**config.mk**
```make
export PLATFORM = sky130hd
export DESIGN_NAME = instruction_fetch_unit
export DESIGN_NICKNAME = d
export VERILOG_FILES = /design/src/rtl/instruction_fetch_unit.sv
export SDC_FILE = /design/constraint.sdc
export NUM_CORES = 1
export LEC_CHECK = 0
export ABC_AREA = 0
export ABC_CLOCK_PERIOD_IN_PS = 4700
export BUFFER_PORTS_ARGS = -buffer_cell sky130_fd_sc_hd__buf_2
export CORE_UTILIZATION = 55
export CTS_BUF_LIST = sky130_fd_sc_hd__clkbuf_8
export DETAILED_ROUTE_END_ITERATION = 12
export PLACE_DENSITY = 0.81
export SYNTH_ARGS = -nofsm -noshare
export SYNTH_HDL_FRONTEND = slang
export SYNTH_SLANG_ARGS = --single-unit
```
**constraint.sdc**
```tcl
create_clock -name clk -period 4.7 [get_ports clk]
set_input_delay 0.235 -clock clk [delete_from_list [all_inputs] [get_ports clk]]
set_output_delay 0.235 -clock clk [all_outputs]
set_load 0.05 [all_outputs]
```
**src/rtl/instruction_fetch_unit.sv**
```systemverilog
// Decoupled fetch stage: owns the PC, issues 1-cycle-latency imem reads and
// queues {instr, pc} pairs for decode; redirects flush all younger work.
module instruction_fetch_unit #(
  parameter int DATA_WIDTH = 32,
  parameter int IMEM_DEPTH = 256,
  parameter int FIFO_DEPTH = 2,
  parameter logic [DATA_WIDTH-1:0] RESET_PC = '0,
  localparam int AW = $clog2(IMEM_DEPTH)
) (
  input  logic                  clk,
  input  logic                  reset,
  input  logic                  fetch_enable,
  output logic                  imem_req,
  output logic [AW-1:0]         imem_addr,
  input  logic [DATA_WIDTH-1:0] imem_rdata,
  input  logic [1:0]            redirect_kind,
  input  logic [DATA_WIDTH-1:0] redirect_base_pc,
  input  logic [DATA_WIDTH-1:0] redirect_imm,
  output logic                  out_valid,
  input  logic                  out_ready,
  output logic [DATA_WIDTH-1:0] out_instr,
  output logic [DATA_WIDTH-1:0] out_pc
);

  localparam int PW = (FIFO_DEPTH > 1) ? $clog2(FIFO_DEPTH) : 1;
  localparam int CW = $clog2(FIFO_DEPTH + 1);
  localparam int OW = CW + 1;

  logic [DATA_WIDTH-1:0] r_pc;
  logic [DATA_WIDTH-1:0] r_req_pc;
  logic                  r_inflight;
  logic                  r_kill;
  logic [PW-1:0]         r_rd_ptr;
  logic [PW-1:0]         r_wr_ptr;
  logic [CW-1:0]         r_count;
  logic [DATA_WIDTH-1:0] r_instr_q [FIFO_DEPTH];
  logic [DATA_WIDTH-1:0] r_pc_q    [FIFO_DEPTH];

  logic                  w_redirect;
  logic                  w_pop;
  logic                  w_push_en;
  logic [OW-1:0]         w_occ;
  logic [DATA_WIDTH-1:0] w_seq_pc;
  logic [DATA_WIDTH-1:0] w_target;

  function automatic logic [PW-1:0] f_inc(input logic [PW-1:0] p);
    return (p == PW'(FIFO_DEPTH - 1)) ? '0 : p + 1'b1;
  endfunction

  assign w_redirect = (redirect_kind != 2'b00);
  assign out_valid  = (r_count != '0) & ~w_redirect & ~reset;
  assign w_pop      = out_valid & out_ready;
  // A dead response still occupies the slot it was issued into, but it is never written.
  assign w_push_en  = r_inflight & ~r_kill & ~w_redirect;

  // Credit check counts the in-flight word and frees the slot being popped now.
  assign w_occ    = {1'b0, r_count} + OW'(r_inflight) - OW'(w_pop);
  assign imem_req = fetch_enable & ~reset & ~w_redirect & (w_occ < OW'(FIFO_DEPTH));
  assign imem_addr = r_pc[AW+1:2];

  assign out_instr = (r_count != '0) ? r_instr_q[r_rd_ptr] : '0;
  assign out_pc    = (r_count != '0) ? r_pc_q[r_rd_ptr]    : '0;

  always_comb begin
    w_seq_pc = redirect_base_pc + DATA_WIDTH'(4);
    w_target = r_pc;
    case (redirect_kind)
      2'b01: w_target = w_seq_pc + (redirect_imm << 2);
      2'b10: begin
        w_target       = w_seq_pc;
        w_target[27:0] = {redirect_imm[25:0], 2'b00};
      end
      2'b11: w_target = {redirect_imm[DATA_WIDTH-1:2], 2'b00};
      default: w_target = r_pc;
    endcase
  end

  always_ff @(posedge clk or posedge reset) begin
    if (reset) begin
      r_pc       <= RESET_PC;
      r_req_pc   <= '0;
      r_inflight <= 1'b0;
      r_kill     <= 1'b0;
      r_rd_ptr   <= '0;
      r_wr_ptr   <= '0;
      r_count    <= '0;
    end else begin
      r_inflight <= imem_req;
      if (w_redirect) begin
        r_pc     <= w_target;
        r_kill   <= r_inflight;
        r_rd_ptr <= '0;
        r_wr_ptr <= '0;
        r_count  <= '0;
      end else begin
        r_kill <= 1'b0;
        if (imem_req) begin
          r_pc     <= r_pc + DATA_WIDTH'(4);
          r_req_pc <= r_pc;
        end
        if (w_push_en) r_wr_ptr <= f_inc(r_wr_ptr);
        if (w_pop)     r_rd_ptr <= f_inc(r_rd_ptr);
        if (w_push_en && !w_pop)      r_count <= r_count + 1'b1;
        else if (!w_push_en && w_pop) r_count <= r_count - 1'b1;
      end
    end
  end

  always_ff @(posedge clk) begin
    if (w_push_en) begin
      r_instr_q[r_wr_ptr] <= imem_rdata;
      r_pc_q[r_wr_ptr]    <= r_req_pc;
    end
  end

  assert property (@(posedge clk) disable iff (reset)
    !(w_push_en && !w_pop && (r_count == CW'(FIFO_DEPTH))));

endmodule

```
==> results of run 1 <==
[critical path, cell delays in order]
cell      delay [ns]
buf_2           0.13
and3_1          0.20
and4_1          0.23
and3_1          0.26
nand4_1         0.23
nor4_1          0.48
xor2_1          0.14
ha_1            0.41
a211oi_1        0.24
o211ai_1        0.12
a221oi_1        0.37
nor2_1          0.12
nor3_1          0.29
o21ai_1         0.15
o41ai_2         0.25
xnor2_1         0.13
a221oi_2        0.22
[kinds of logic (layout without fill, tap and decap cells)]
kind of cell,Yosys count,count (layout),share of synthesized area [%]
and+or+nand+nor,399,399,16.13
DFF,198,198,51.37
AOI/OAI and AO/OA,167,167,10.21
muxes,98,98,9.442
buffers and inverters,71,266,3.170
xor gates and xnor gates,63,63,5.065
adders and majority gates,39,39,4.617
other,0,1,0
[routing by layer]
layer	share of wire (%)	global-route usage (%)	vias up
li1	-	-	4090
met1	45	32.71	3972
met2	47	40.04	305
met3	6.6	4.661	22
met4	1.2	6.282	0
met5	0	0	-
[final timing paths]
| check | start | endpoint | slack, ns | cells past startpoint |
|---|---|---|---|---|
| worst max-delay path | redirect_base_pc[4] | r_pc[31] | 0.86 | 17 |
| worst min-delay path | redirect_base_pc[0] | r_pc[0] | 0.03 | 3 |
| worst max register to register | r_count[1] | r_pc[31] | 1.26 | 14 |
| worst min register to register | r_req_pc[15] | r_pc_q[0][15] | 0.48 | 0 |
| max in group asynchronous | reset | r_req_pc[22] | 3.24 | 4 |
| min in group asynchronous | reset | r_rd_ptr | 0.49 | 3 |
[power breakdown]
| group | internal (mW) | switching [mW] |
|---|---|---|
| clock network | 0.432 | 0.601 |
| registers | 2.00 | 0.118 |
| logic | 0.292 | 0.422 |
| total | 2.73 | 1.14 |
[synthesized netlist by cell type, types with 10 or more instances]
cell and instances:
nor3_1 17, ha_1 37, buf_1 11, inv_1 14
nand4_1 15, edfxtp_1 128, xor2_1 16, a31oi_1 10
mux2_2 18, nor2_1 123, nand3_1 28, o22ai_1 13
xnor2_1 47, mux2i_1 78, a21oi_1 37, dfrtp_1 70
clkbuf_1 31, and3_1 18, nand2_1 162, o21ai_0 45
[registers in the layout (all words and copies together) (netlist names)]
signal / count
r_instr_q: 64
r_pc: 32
r_inflight: 1
r_rd_ptr: 1
r_pc_q: 64
r_kill: 1
r_req_pc: 32
r_wr_ptr: 1
r_count: 2
[per-stage QoR]
step | utilization, % | total power, mW | setup WS [ns]
3_5_place_dp | 61.32 | 2.842 | 0.4253
3_3_place_gp | 61.32 | 2.812 | 0.5363
5_1_grt | 64.96 | 4.057 | 0.5834
6_report | 64.97 | 3.870 | 0.8641
2_1_floorplan | - | 2.652 | 0.3439
4_1_cts | 64.96 | 3.879 | 0.9054
[final cells by class]
cell class              count  area [sq um]
fillers                  1501          6818
flip-flops and latches    198          5599
multi-input cells         766          4974
repair buffers            220          1309
well taps                 265         331.6
clock buffers              17         234.0
clock inverters            15         142.6
inverters                  14         52.55
diodes                      1         2.502
==> flow_summary.toml, run 1 <==
[run_status]
status = "complete, no violations"

[logic_synthesis]
ys_async_sr_fraction_pct = 35.35
synth_warnings = 0
synth.distinct_cells = 69
synth_edf_count = 128
syn_inst = 1035
synth_area_leader_cell = "edfxtp_1"
synthTopCellsByArea = "edfxtp_1, dfrtp_1, mux2i_1"
syn_nets = 1176
yosys_most_used_dff = "edfxtp_1"
syn_area_sq_um = 10890
ys_seq_area_share_pct = 51.37
syn_area_per_cell_sq_um = 10.52
ys_ff_latch = 198
synth_top_area_share_pct = 35.29

[cts]
h-tree-depth = 4
cts_hold_buf = 33
clk_path_buf_depth = 2
cts_setup_buffers = 0
clk_latency_ns = 0.46
ctsResizeCount = 0
ctsRootBufferMaster = "clkbuf_8"
cts.sinks = 198
cts_tree = "yes"
cts_buffers = 17
clkTransAtPathRegs_ns = 0.10

[worst_hold_path]
hold_class = "in2reg"

[cells_and_area]
layout_commonest_cell = "buf_2"
final_cell_mix = "buf_2, nand2_1, edfxtp_1"
final_area_sq_um = 12640
syn2layout_area_growth_pct = 16.08
final_cells = 1496
layout-drive-gt1-share_pct = 21.14
final_net_count = 1358

[grt]
grt_usage_pct = 24.19
grt_pass1_wl_um = 38500
antenna_found_initial = 0
grt_start_max_net_pins = 66
overflow = 0
grt_pass1_vias = 7887

[worst_setup_path]
startpoint_type = "primary input"
end_kind = "flip-flop"
required_ns = 5.08
critPathArrivalTime_ns = 4.22
critPathMaxFanout = 8
worstSetupPathType = "in2reg"

[placement]
place_area_sq_um = 11940
placed_cells = 1430
port_buffers = 175
place_congestion = 0.9010
dp_hpwl_um = 16730

[sta]
maxSlewHeadroom_pct = 23.90
period_needed_ns = 3.836
final_max_slew_viol_count = 0
fin_hold_ws_ns = 0.03354
rsz0062_at_grt = "no"
worstMarginPinSlew_ns = 1.142
skew_ns = 0.01442
setup_viol = 0
hold_viol = 0
tns_ns = 0
period_share_pct = 81.61
max_freq_ghz = 0.2607

[drt]
vias = 8389
avgViaCountPerCell = 5.608
wl_per_cell_um = 16.05
postRouteAntennaNets = 0
finalWirelength_um = 24010
first_pass_iters = 5
drt_iter0_drc = 544
drc = 0

[power]
leakagePower_nw = 5.169
ir_drop_v = 0.0001893
power-per-cell-area_nw_per_um2 = 306.1

[run]
drv_cap = 0

[floorplan]
placementRows = 51
start_util_pct = 55.97
design.die.area_sq_um = 20370
fp.dieW_um = 142.7
ios = 176
core_area_sq_um = 19460
die_h_um = 142.7
Power figures use the tool's default switching activity.
==> inputs of run 2 (changes only) <==
Settings changed: ABC_CLOCK_PERIOD_IN_PS 4700 to 3450, CORE_UTILIZATION 55 to 53, PLACE_DENSITY 0.81 to 0.82.
Clock period 4.7 ns to 3.45 ns, I/O delays scaled along.
==> flow_summary.toml, run 2 (same netlist as run 1, synthesis figures left out) <==
[worst_setup_path]
startpoint_type = "flip-flop"
slowest_delay_ns = 0.51
end_kind = "output pin"
crit_chain = "nor2_4, nor3_4, nand2_2, inv_1, ha_1, nand2b_4, fa_2, nand4_1, inv_2, buf_12, clkbuf_4"
required_ns = 3.28
critPathArrivalTime_ns = 3.08
critPathMaxFanout = 49
slowest_stage = "fa_2"
worstSetupPathType = "reg2out"

[cells_and_area]
top_regs = "r_instr_q x64, r_pc_q x64"
final_cells = 1562
antenna_cells = 0
n_fill_cell = 1581
utilization_pct = 65.29
syn2layout_area_growth_pct = 20.88
layout_commonest_cell = "buf_2"
final_net_count = 1420
final_cell_mix = "buf_2, nand2_1, edfxtp_1"
final_area_sq_um = 13170
layout-drive-gt1-share_pct = 25.54

[drt]
finalWirelength_um = 24700
drc = 0
postRouteAntennaNets = 0
drt_iter0_drc = 416
avgViaCountPerCell = 5.463
vias = 8533
wl_per_cell_um = 15.81
first_pass_iters = 4

[sta]
rsz0062_at_grt = "no"
maxSlewHeadroom_pct = 49.98
skew_ns = 0.01395
worstMarginPinSlew_ns = 0.7492
final_max_slew_viol_count = 0
max_freq_ghz = 0.3074
layout_setup_ws_ns = 0.1973
fin_hold_ws_ns = 0.04538
setup_viol = 0
tns_ns = 0
period_needed_ns = 3.253
hold_viol = 0
period_share_pct = 94.28

[power]
p_comb_share_pct = 19.7
leakagePower_nw = 5.481
ir_drop_v = 0.0002430
p_int_mw = 3.714
clockPowerShare_pct = 25.7
switching_share_pct = 30.03
p_switching_mw = 1.594
power-per-cell-area_nw_per_um2 = 403.1
seqPwrFrac_pct = 54.6
power_mw = 5.308

[placement]
placed_cells = 1495
dp_hpwl_um = 18130
port_buffers = 175
place_congestion = 0.8689
place_area_sq_um = 12440
preCtsSetupSlack_ns = -0.2622

[cts]
clk_latency_ns = 0.46
cts_tree = "yes"
clk_path_buf_depth = 2
cts_buffers = 17
h-tree-depth = 4
ctsRootBufferMaster = "clkbuf_8"
clkTransAtPathRegs_ns = 0.10
cts.sinks = 198

[grt]
grt_pass1_vias = 8017
grt_pass1_wl_um = 39760
overflow = 0
grt_usage_pct = 23.41
grt_start_max_net_pins = 65
antenna_found_initial = 0

[floorplan]
placementRows = 52
ios = 176
die_h_um = 145.4
fp.dieW_um = 145.4
core_area_sq_um = 20170
start_util_pct = 54.01
design.die.area_sq_um = 21130

[worst_hold_path]
hold_class = "in2reg"

[run]
drv_cap = 0

[run_status]
status = "complete, no violations"
## run 2: power by group through the flow
stage	Combinational (mW)	Sequential [mW]	Clock, mW
6_report	1.05	2.90	1.36
5_1_grt	1.15	2.92	1.47
4_1_cts	1.04	2.89	1.39
3_5_place_dp	1.00	2.94	0
3_3_place_gp	0.977	2.93	0
2_1_floorplan	0.736	2.88	0
## run 2: path summary, 6_finish.rpt
kind                                  from             to  slack [ns]  cells past startpoint
max in group asynchronous            reset   r_req_pc[23]        2.22                      4
setup / recovery                r_count[0]       imem_req        0.20                     11
min in group asynchronous            reset       r_rd_ptr        0.44                      3
hold reg to reg               r_req_pc[13]  r_pc_q[0][13]        0.48                      0
setup reg to reg                r_count[0]       r_pc[22]        0.32                     14
hold / removal             redirect_imm[0]        r_pc[2]        0.05                      2
## run 2: per-layer routing
layer / wire length [um] / global-route usage (%)
met1: 11540 / 33.54
met2: 11520 / 37.79
met3: 1402 / 3.856
met4: 227 / 4.895
met5: 0 / 0
## run 2: layout make-up
type / instances / area (sq um) / share of cell area (%)
flip-flops and latches: 198 / 5600 / 42.53
well taps: 270 / 337.8 / 2.566
repair buffers: 282 / 1794 / 13.63
inverters: 14 / 52.55 / 0.3991
multi-input cells: 766 / 5015 / 38.08
clock buffers: 17 / 234.0 / 1.777
clock inverters: 15 / 133.9 / 1.017
## run 2: critical path, delay by kind of cell (launching register included)
kind                       cells  cell delay (ns)
DFF                            1             0.47
buffers and inverters          4             0.74
and+or+nand+nor                5             0.65
adders and majority gates      2             0.77
## run 2: repair_timing
item | in CTS | in global routing
buffers inserted | 0 | 0
endpoints found under the setup margin | 0 | 4
endpoints found under the hold margin | 98 | 0
hold buffers | 35 | 0
gates resized for setup | 0 | 4
==> inputs of run 3 (changes only) <==
Settings changed: CORE_UTILIZATION 53 to 41, GPL_TIMING_DRIVEN set to 0, PLACE_DENSITY 0.82 to 0.59.
==> flow_summary.toml, run 3 (same netlist as run 1, synthesis figures left out) <==
[floorplan]
start_util_pct = 41.80
fp.dieW_um = 165.0
core_area_sq_um = 26060
ios = 176
design.die.area_sq_um = 27220
placementRows = 59
die_h_um = 165.0

[power]
power-per-cell-area_nw_per_um2 = 399.2
power_mw = 5.318
ir_drop_v = 0.0002483
leakagePower_nw = 5.434

[worst_setup_path]
end_kind = "flip-flop"
critPathArrivalTime_ns = 3.73
slowest_delay_ns = 0.31
required_ns = 3.82
startpoint_type = "primary input"
path_delay_family = "simple AND/OR/NAND/NOR gates"
critPathBufInv = 4
r2r_slack_ns = 0.24
slowest_stage = "a221oi_2"
crit_chain = "buf_8, and3_4, and4_4, and3_4, buf_6, nand4_1, nor4_4, xor2_1, ha_1, buf_8, buf_4, nand2_1, a21oi_1, a221oi_2, nor2_2, nor3_2, o21ai_2, o41ai_2, xnor2_1, a221oi_2"
critPathMaxFanout = 6
worstSetupPathType = "in2reg"

[worst_hold_path]
hold_class = "in2reg"

[placement]
place_congestion = 0.8735
port_buffers = 174
preCtsSetupSlack_ns = -0.8833
dp_hpwl_um = 19330
place_area_sq_um = 12310
placed_cells = 1546

[grt]
grt_pass1_vias = 8050
antenna_found_initial = 0
grt_start_max_net_pins = 71
overflow = 0
grt_pass1_wl_um = 40720
grt_usage_pct = 19.13

[cells_and_area]
final_area_sq_um = 13320
final_cell_mix = "buf_2, nand2_1, edfxtp_1"
layout_commonest_cell = "buf_2"
final_net_count = 1422
syn2layout_area_growth_pct = 22.29
multi_input_area_sq_um = 5125
layout-drive-gt1-share_pct = 24.03
n_fill_cell = 2392
final_cells = 1629
top_regs = "r_instr_q x64, r_pc_q x64"
antenna_cells = 0
regArea_sq_um = 5598

[cts]
cts_buffers = 17
cts.sinks = 198
clk_latency_ns = 0.46
clkTransAtPathRegs_ns = 0.10
h-tree-depth = 4
clk_path_buf_depth = 2
ctsRootBufferMaster = "clkbuf_8"
cts_tree = "yes"

[drt]
vias = 8409
postRouteAntennaNets = 0
wl_per_cell_um = 15.94
drc = 0
avgViaCountPerCell = 5.162
drt_iter0_drc = 397
first_pass_iters = 5
finalWirelength_um = 25970

[sta]
period_needed_ns = 3.359
final_max_slew_viol_count = 0
maxSlewHeadroom_pct = 40.22
max_freq_ghz = 0.2977
rsz0062_at_grt = "yes"
layout_setup_ws_ns = 0.09137
worstMarginPinSlew_ns = 0.8967
skew_ns = 0.01987
hold_viol = 0
setup_viol = 0
period_share_pct = 97.35

[run_status]
status = "complete, no violations"

[run]
drv_cap = 0
[run 3: final timing paths]
| check | startpoint | end | depth (start not counted) |
|---|---|---|---|
| worst max-delay path | redirect_base_pc[5] | r_pc[31] | 20 |
| min in group asynchronous | reset | r_rd_ptr | 3 |
| worst min register to register | r_req_pc[17] | r_pc_q[0][17] | 0 |
| worst min-delay path | redirect_imm[0] | r_pc[2] | 2 |
| worst max register to register | r_count[0] | r_pc[30] | 16 |
| max in group asynchronous | reset | r_count[1] | 3 |
[run 3: metal layers]
layer	vias to the layer above	share of wire, %	track usage, %
li1	4221	-	-
met1	3948	47	26.00
met2	213	47	31.80
met3	27	4.4	2.863
met4	0	1.4	4.837
met5	-	0	0
[run 3: power breakdown]
part | total [mW] | leakage [nW] | switching [mW] | internal, mW
Sequential | 2.89 | 2.00 | 0.163 | 2.73
Clock | 1.36 | 0.187 | 0.838 | 0.518
Combinational | 1.07 | 3.25 | 0.613 | 0.456
[run 3: repair_timing]
item,4_1_cts,5_1_grt
endpoints found under the hold margin,136,0
gates resized for setup,9,38
hold buffers,35,0
endpoints found under the setup margin,58,46
pin swaps,3,19
buffers inserted,5,12
[run 3: through the flow]
| step | util, % | TNS [ns] | hold WS (ns) |
|---|---|---|---|
| finish | 51.12 | 0 | 0.05026 |
| global route | 51.12 | -0.2665 | 0.03693 |
| CTS | 50.24 | 0 | 0.02742 |
| detailed placement | 47.25 | -18.31 | 0.3653 |
| global placement | 47.02 | -174.55 | 0.3604 |
| floorplan | - | -0.1173 | 0.2714 |
[run 3: worst reg2reg max path: stages (launching register included)]
cell and delay [ns]:
dfrtp_2 0.44, nor2_4 0.14, nor3_4 0.06, nand2_4 0.09, inv_1 0.05, ha_1 0.27, nand2b_4 0.14, fa_2 0.52
nand4_1 0.23, inv_2 0.18, buf_4 0.13, buf_2 0.22, nand2_1 0.12, mux2i_1 0.15, nor2_1 0.06, a221oi_1 0.23
nor2_1 0.06
[run 3: final cells by class]
type | count | area share, %
sequential | 198 | 42.02
clock buffer | 17 | 1.756
clock inverter | 15 | 0.9205
timing repair buffer | 228 | 10.73
multi-input combinational | 766 | 38.47
inverter | 14 | 0.4133
tap | 335 | 3.146
buffer | 56 | 2.545
